$ cat src/rtl/rsnn_timestep_scheduler_pkg.sv
// RSNN timestep scheduler shared types and default sizes.
// Pure declarations, no logic and no latency.
// No flow control: consumed by the scheduler and its bench.
package rsnn_pkg;

  // Timestep sequencing states
  typedef enum logic [1:0] {
    IDLE   = 2'd0,
    ISSUE  = 2'd1,
    WAIT   = 2'd2,
    COMMIT = 2'd3
  } state_e;

  localparam int RSNN_NUM_NEURONS = 8;
  localparam int RSNN_NUM_INPUTS  = 8;
  localparam int STEP_CNT_W       = 8;

endpackage

$ cat src/rtl/rsnn_timestep_scheduler.sv
// Sequences one RSNN timestep: one update request per neuron over a shared datapath.
// Latency: 2*NUM_NEURONS+2 cycles from start to done with a ready datapath and 1-cycle results.
// Backpressure: upd_valid holds until upd_ready; WAIT holds until res_valid, with no timeout.
module rsnn_timestep_scheduler
  import rsnn_pkg::*;
#(
  parameter int NUM_NEURONS = RSNN_NUM_NEURONS,
  parameter int NUM_INPUTS  = RSNN_NUM_INPUTS,
  parameter int IDX_W       = $clog2(NUM_NEURONS)
) (
  input  logic                  clk,
  input  logic                  rst_n,
  input  logic                  ena,
  input  logic                  start,
  input  logic                  clear,
  input  logic [NUM_INPUTS-1:0] in_spikes,
  output logic                  upd_valid,
  input  logic                  upd_ready,
  output logic [IDX_W-1:0]      upd_idx,
  output logic                  upd_first,
  output logic [NUM_INPUTS-1:0] upd_in_spikes,
  output logic [NUM_NEURONS-1:0] upd_rec_spikes,
  input  logic                  res_valid,
  input  logic                  res_spike,
  output logic                  busy,
  output logic                  done,
  output logic [NUM_NEURONS-1:0] spikes_out,
  output logic [STEP_CNT_W-1:0] step_count
);

  localparam logic [IDX_W-1:0]      IDX_LAST = IDX_W'(NUM_NEURONS - 1);
  localparam logic [IDX_W-1:0]      IDX_ONE  = IDX_W'(1);
  localparam logic [STEP_CNT_W-1:0] CNT_ONE  = STEP_CNT_W'(1);

  state_e                  state_q, state_d;
  logic [IDX_W-1:0]        idx_q, idx_d;
  logic [NUM_INPUTS-1:0]   in_lat_q, in_lat_d;
  logic [NUM_NEURONS-1:0]  scratch_q, scratch_d;
  logic [NUM_NEURONS-1:0]  spikes_q, spikes_d;
  logic [STEP_CNT_W-1:0]   step_q, step_d;
  logic                    done_q, done_d;
  logic                    upd_valid_q, upd_valid_d;
  logic                    upd_first_q, upd_first_d;
  logic                    busy_q, busy_d;

  // Next-state and registered-output computation for the timestep sequencer
  always_comb begin
    state_d     = state_q;
    idx_d       = idx_q;
    in_lat_d    = in_lat_q;
    scratch_d   = scratch_q;
    spikes_d    = spikes_q;
    step_d      = step_q;
    done_d      = 1'b0;
    upd_valid_d = upd_valid_q;
    upd_first_d = upd_first_q;
    busy_d      = busy_q;

    case (state_q)
      IDLE: begin
        // start takes priority over clear; clear is simply dropped
        if (ena && start) begin
          in_lat_d    = in_spikes;
          idx_d       = '0;
          state_d     = ISSUE;
          upd_valid_d = 1'b1;
          upd_first_d = 1'b1;
          busy_d      = 1'b1;
        end else if (ena && clear) begin
          spikes_d = '0;
          step_d   = '0;
        end
      end
      ISSUE: begin
        if (upd_ready) begin
          state_d     = WAIT;
          upd_valid_d = 1'b0;
          upd_first_d = 1'b0;
        end
      end
      WAIT: begin
        // Result for the outstanding index; the handshake cycle never reaches here
        if (res_valid) begin
          scratch_d[idx_q] = res_spike;
          if (idx_q == IDX_LAST) begin
            state_d = COMMIT;
          end else begin
            idx_d       = idx_q + IDX_ONE;
            state_d     = ISSUE;
            upd_valid_d = 1'b1;
            upd_first_d = 1'b0;
          end
        end
      end
      COMMIT: begin
        // Atomic update: the recurrent input only changes here or on clear
        spikes_d = scratch_q;
        step_d   = step_q + CNT_ONE;
        done_d   = 1'b1;
        busy_d   = 1'b0;
        state_d  = IDLE;
      end
      default: begin
        state_d     = IDLE;
        upd_valid_d = 1'b0;
        upd_first_d = 1'b0;
        busy_d      = 1'b0;
      end
    endcase
  end

  // State and output registers; reset aborts any step without a done pulse
  always_ff @(posedge clk or negedge rst_n) begin
    if (!rst_n) begin
      state_q     <= IDLE;
      idx_q       <= '0;
      in_lat_q    <= '0;
      scratch_q   <= '0;
      spikes_q    <= '0;
      step_q      <= '0;
      done_q      <= 1'b0;
      upd_valid_q <= 1'b0;
      upd_first_q <= 1'b0;
      busy_q      <= 1'b0;
    end else begin
      state_q     <= state_d;
      idx_q       <= idx_d;
      in_lat_q    <= in_lat_d;
      scratch_q   <= scratch_d;
      spikes_q    <= spikes_d;
      step_q      <= step_d;
      done_q      <= done_d;
      upd_valid_q <= upd_valid_d;
      upd_first_q <= upd_first_d;
      busy_q      <= busy_d;
    end
  end

  assign upd_valid      = upd_valid_q;
  assign upd_idx        = idx_q;
  assign upd_first      = upd_first_q;
  assign upd_in_spikes  = in_lat_q;
  assign upd_rec_spikes = spikes_q;
  assign busy           = busy_q;
  assign done           = done_q;
  assign spikes_out     = spikes_q;
  assign step_count     = step_q;

endmodule

$ cat config.mk
export PLATFORM = sky130hd
export DESIGN_NAME = rsnn_timestep_scheduler
export DESIGN_NICKNAME = d
export VERILOG_FILES = /design/src/rtl/rsnn_timestep_scheduler_pkg.sv /design/src/rtl/rsnn_timestep_scheduler.sv
export SDC_FILE = /design/constraint.sdc
export NUM_CORES = 1
export LEC_CHECK = 0
export CAP_MARGIN = 0
export CORE_MARGIN = 1.5
export CORE_UTILIZATION = 43
export CTS_CLUSTER_DIAMETER = 150
export DETAILED_ROUTE_END_ITERATION = 12
export PLACE_DENSITY = 0.77
export SYNTH_ARGS = -nofsm -noshare
export SYNTH_HDL_FRONTEND = slang
export SYNTH_SLANG_ARGS = --single-unit
$ cat constraint.sdc
create_clock -name clk -period 1.8 [get_ports clk]
set_input_delay 0.18 -clock clk [delete_from_list [all_inputs] [get_ports clk]]
set_output_delay 0.18 -clock clk [all_outputs]
set_load 0.005 [all_outputs]
Word-level counts from Yosys, hierarchy flattened
Index checks and enable logic that the tools add are counted.
- logic and storage cells: 64
- register bits after elaboration: 41
- memories: 0
- input port bits: 16
- output and inout port bits: 39
- memory bits (read-only): 0
- RAM bits: 0
- bits in latches: 0
- shift operators: 0
- add/sub/neg operators: 2
- bitwise operators: 0
- $lt $le $gt $ge: 2
- eq/ne operators: 10
- reductions and logical operators: 14
- multipliers: 0
- div/mod/pow operators: 0
- multiplexer cells: 26
- operators with widths (kind ; count):
    case mux 8 bit (2 select lines) ; 2
    two-way mux 8 bit ; 2
    != test 2 bit, second input constant ; 6
    two-way mux 3 bit ; 3
    adder 8 x 1 -> 8 bit, second input constant ; 1
    bitwise mux 8 bit ; 1
    two-way mux 1 bit ; 8
    two-way mux 2 bit ; 4
    case mux 2 bit (4 select lines) ; 1
    case mux 1 bit (3 select lines) ; 2
    case mux 3 bit (2 select lines) ; 1
    AND reduction 2 bit ; 3
    AND reduction 3 bit ; 2
    AND reduction 5 bit ; 1
    == test 2 bit, second input constant ; 2
    < comparator 3 x 4 -> 1 bit, second input constant ; 1
    AND reduction 4 bit ; 1
    nonzero test 2 bit ; 2
    adder 3 x 1 -> 3 bit, second input constant ; 1
    demux 1 bit (select 3 bit) ; 1
    == test 3 bit, second input constant ; 1
    >= comparator 3 x 1 -> 1 bit, second input constant ; 1
    logical AND 1 bit ; 3
    nonzero test 3 bit ; 1
    other kinds (3) ; 3

Logic depth before layout (Yosys ltp)
- word-level depth: 5
- mapped depth: 7
- mapped depth without buffers: 6

Worst setup path before layout
OpenSTA, ideal clock, no wires.
- path kind: register to register
- from: reg state_q[0]
- to: reg step_q[4], in the netlist step_count[4]
- path slack: 0.047 ns
- path buffers: 0
- data arrival time: 1.684 ns
- cell stages (with the launch flop): 7
- clock period less this slack: 1.753 ns
- setup time: 0.069 ns
- data required time: 1.731 ns
- cell sequence: dfrtp_1 inv_1 ha_1 and4b_4 nor2_2 or4b_1 nand3_1
- longest elaborated chain between the ends: 3
- elaborated cells on any way between the ends: 7
- classes of those cells: eq/ne (3); mux (1); reduce/logical (3)
- RTL lines (item ; line ; RTL):
    start, declared ; rsnn_timestep_scheduler.sv:35 ; state_e state_q, state_d;
    start signal, assigned ; rsnn_timestep_scheduler.sv:126 ; state_q <= state_d;
    zero test 2 bit / == test 2 bit (equally long branches) ; rsnn_timestep_scheduler.sv:59 ; case (state_q)
    != test 2 bit (no source line) / nonzero test 2 bit (equally long branches) ; -- ;
    AND reduction 3 bit (no source line) ; -- ;
    end signal, assigned ; rsnn_timestep_scheduler.sv:131 ; step_q <= step_d;
    end, declared ; rsnn_timestep_scheduler.sv:40 ; logic [STEP_CNT_W-1:0] step_q, step_d;
Several ways; a longest one is shown, not always the timed one.
A chain may end at the register's enable or synchronous reset.

Worst setup path in the final report
- from: reg state_q[1]
- to: reg step_q[4], in the netlist step_count[4]
Same word-level chain as after synthesis.

==> impl_metrics.json <==
{
  "synth_top_family_by_area": "simple AND/OR/NAND/NOR gates",
  "fillCellCount": 375,
  "die_h_um": 70.6,
  "synth_xor_area_share_pct": 0.892,
  "synth-seq-cells": 41,
  "relSlewSlack_pct": 65.7,
  "place_inst": 289,
  "cts_setup_buffers": 0,
  "fp.coreArea_mm2": 0.00438,
  "worst-endpoint-arrival_ns": 1.97,
  "num_rows": 24,
  "grt_pass1_vias": 1409,
  "ir_worst_vdd_v": 0.000766,
  "wl_per_cell_um": 12.5,
  "io_pins": 55,
  "dpl.hpwl_um": 2760,
  "start_util_pct": 44.8,
  "cts_tree": "built",
  "cts_sinks": 41,
  "fin_ws_ns": 0.0579,
  "yosysWarnings": 0,
  "dr.pass1.iters": 4,
  "hold_slack_ns": 0.475,
  "post-place-ws_ns": 0.0330,
  "hold_viol": 0,
  "critical_path_class": "flop to flop",
  "grt_setup_unrepaired": "yes",
  "insertion_delay_ns": 0.29,
  "hold_path.class": "primary input to async pin",
  "clockBufferDepth": 2,
  "drt-initial-drc-count": 76,
  "drive_above_1_share_pct": 18.3,
  "start_kind": "flop",
  "grt_pass1_wl_um": 6130,
  "synth_compound_area_share_pct": 9.55,
  "period_share_pct": 96.8,
  "r2r_cells": 6,
  "port_buffers": 54,
  "p_per_area_mw_per_mm2": 1320,
  "h-tree-depth": 2,
  "diodes": 0,
  "yosysTopAreaCellShare_pct": 52.2,
  "routed_wl_um": 3720,
  "numCtsBuffers": 5,
  "final_cells": 298,
  "synthMuxAreaShare_pct": 10.7,
  "synthesis.area_mm2": 0.00196,
  "clk_pin_slew_ns": 0.08,
  "finalClockSkew_ns": 0.00481,
  "antenna_found_initial": 0,
  "grt_max_degree": 42,
  "cp_data_required_time_ns": 2.03,
  "synth-simple-area-share_pct": 16.3,
  "max_freq_mhz": 574,
  "outcome": "complete, no violations",
  "maxSlewViolCount": 0,
  "worst_pin_slew_ns": 0.514,
  "setup_violations": 0,
  "synth.avg_cell_area_um2": 10.6,
  "clockRootBuffer": "clkbuf_8",
  "final_net_count": 270,
  "synthesis.nets": 210,
  "endpoint_kind": "flop",
  "grt_overflow_total": 0,
  "place_congestion": 0.813,
  "area_growth_pct": 37.5,
  "ant_nets": 0,
  "crit_fanout": 7,
  "worst-r2r-setup-slack_ns": 0.06,
  "drv_cap": 0,
  "synth_area_leaders": "dfrtp_1 52%, mux2_2 9.2%, ha_1 5.7%",
  "synth_cells": 185,
  "synth_top_area_cell": "dfrtp_1",
  "die_w_um": 70.6,
  "dieArea_mm2": 0.00498,
  "via_count": 1521,
  "leakage_nw": 1.17,
  "post_drt_via_cell_ratio": 5.10,
  "synth_seq_area_share_pct": 52.2,
  "drc": 0,
  "gr-usage-all-layers_pct": 15.4,
  "synth_adder_area_share_pct": 5.73,
  "layout_min_cycle_time_ns": 1.74,
  "synth.distinct_cells": 32
}
[synth_stat cells]
library cell and n:
or4b_1 1, o211ai_1 2, or3_1 2, nor2_1 10
or4b_2 1, and2_1 1, a22o_1 1, nor3b_1 1
a21bo_2 1, o41ai_1 1, nand2_1 28, nand3_1 10
clkbuf_1 4, xor2_1 2, mux2_2 16, nand2b_1 3
buf_4 8, a31oi_1 2, and3_1 1, mux2i_1 3
inv_1 4, nand3b_1 1, ha_1 9, and4b_4 1
nor2_2 1, o31ai_1 2, nor3_1 2, dfrtp_1 41
nor2b_1 3, a21boi_0 1, a21oi_1 3, o21ai_0 19
[where the power goes]
| part | internal, W | total [W] | leakage (nW) | switching, W |
|---|---|---|---|---|
| sequential | 0.00121 | 0.00137 | 0.535 | 0.000159 |
| clock | 0.000346 | 0.000645 | 0.0542 | 0.000298 |
| combinational | 0.000883 | 0.00156 | 0.585 | 0.000681 |
| total | 0.00244 | 0.00358 | 1.17 | 0.00114 |
[registers in the layout (all words and copies together) (netlist names)]
| signal | cells |
|---|---|
| upd_first | 1 |
| scratch_q | 8 |
| step_count | 8 |
| busy | 1 |
| state_q | 2 |
| done | 1 |
| upd_valid | 1 |
| upd_in_spikes | 8 |
| spikes_out | 8 |
| upd_idx | 3 |
[layout make-up]
class / instances / area, µm² / share of cell area (%)
multi-input cells: 128 / 873 / 32.3
repair buffers: 65 / 621 / 23.0
clock buffers: 7 / 96.3 / 3.57
clock inverters: 1 / 5.00 / 0.185
well taps: 52 / 65.1 / 2.41
inverters: 4 / 15.0 / 0.556
flip-flops and latches: 41 / 1030 / 38.0
[metal layers]
| metal | share of wire [%] | track usage, % | up-vias |
|---|---|---|---|
| met5 | 0 | 0 | - |
| met1 | 44 | 19.9 | 716 |
| met3 | 5.3 | 4.27 | 5 |
| met4 | 1.4 | 5.03 | 0 |
| li1 | - | - | 754 |
| met2 | 49 | 25.3 | 46 |
[layout by cell type, fill, tap and decap left out, drive strengths merged, types with 2 or more instances in the layout]
cell,count
clkdlybuf4s50,53
dfrtp,41
nand2,28
o21ai,19
mux2,16
buf,11
nor2,11
nand3,10
ha,9
clkbuf,7
inv,4
nor2b,3
a21oi,3
mux2i,3
nand2b,3
or3,2
o211ai,2
xor2,2
a31oi,2
o31ai,2
nor3,2
or4b,2
[path summary, 6_finish.rpt]
check                                    from                to
min in group clk                 in_spikes[0]  upd_in_spikes[0]
worst min-delay path                    rst_n     spikes_out[4]
max in group asynchronous               rst_n      scratch_q[3]
worst max register to register     state_q[1]     step_count[4]
worst max-delay path               state_q[1]     step_count[4]
worst min register to register  spikes_out[6]     spikes_out[6]
[metrics by stage]
| step | setup TNS [ns] | instance area (µm²) | util, % | power, W |
|---|---|---|---|---|
| floorplan | 0 | 1960 | - | 0.00216 |
| global placement | 0 | 2560 | 58.5 | 0.00286 |
| detailed placement | 0 | 2560 | 58.5 | 0.00291 |
| CTS | 0 | 2680 | 61.0 | 0.00357 |
| global route | -0.0237 | 2700 | 61.6 | 0.00384 |
| finish | 0 | 2700 | 61.6 | 0.00358 |
[worst max-delay path: stages (launching register included)]
cell and delay, ns:
dfrtp_1 0.38, inv_1 0.11, ha_2 0.25, and4b_4 0.29, nor2_2 0.07, or4b_1 0.50
nand3_1 0.09
[cells by family after synthesis]
family                   Yosys count
flip-flops                        41
adder cells (fa/ha/maj)            9
multiplexers                      19
buffers and inverters             16
AND/OR/NAND/NOR                   66
XOR/XNOR                           2
AO/OA/AOI/OAI                     32
[timing repair]
item | CTS | global route
setup endpoints to repair | 0 | 7
hold buffers | 1 | 0
hold endpoints to repair | 41 | 0
resized for setup | 0 | 6
Power figures use the tool's default switching activity.
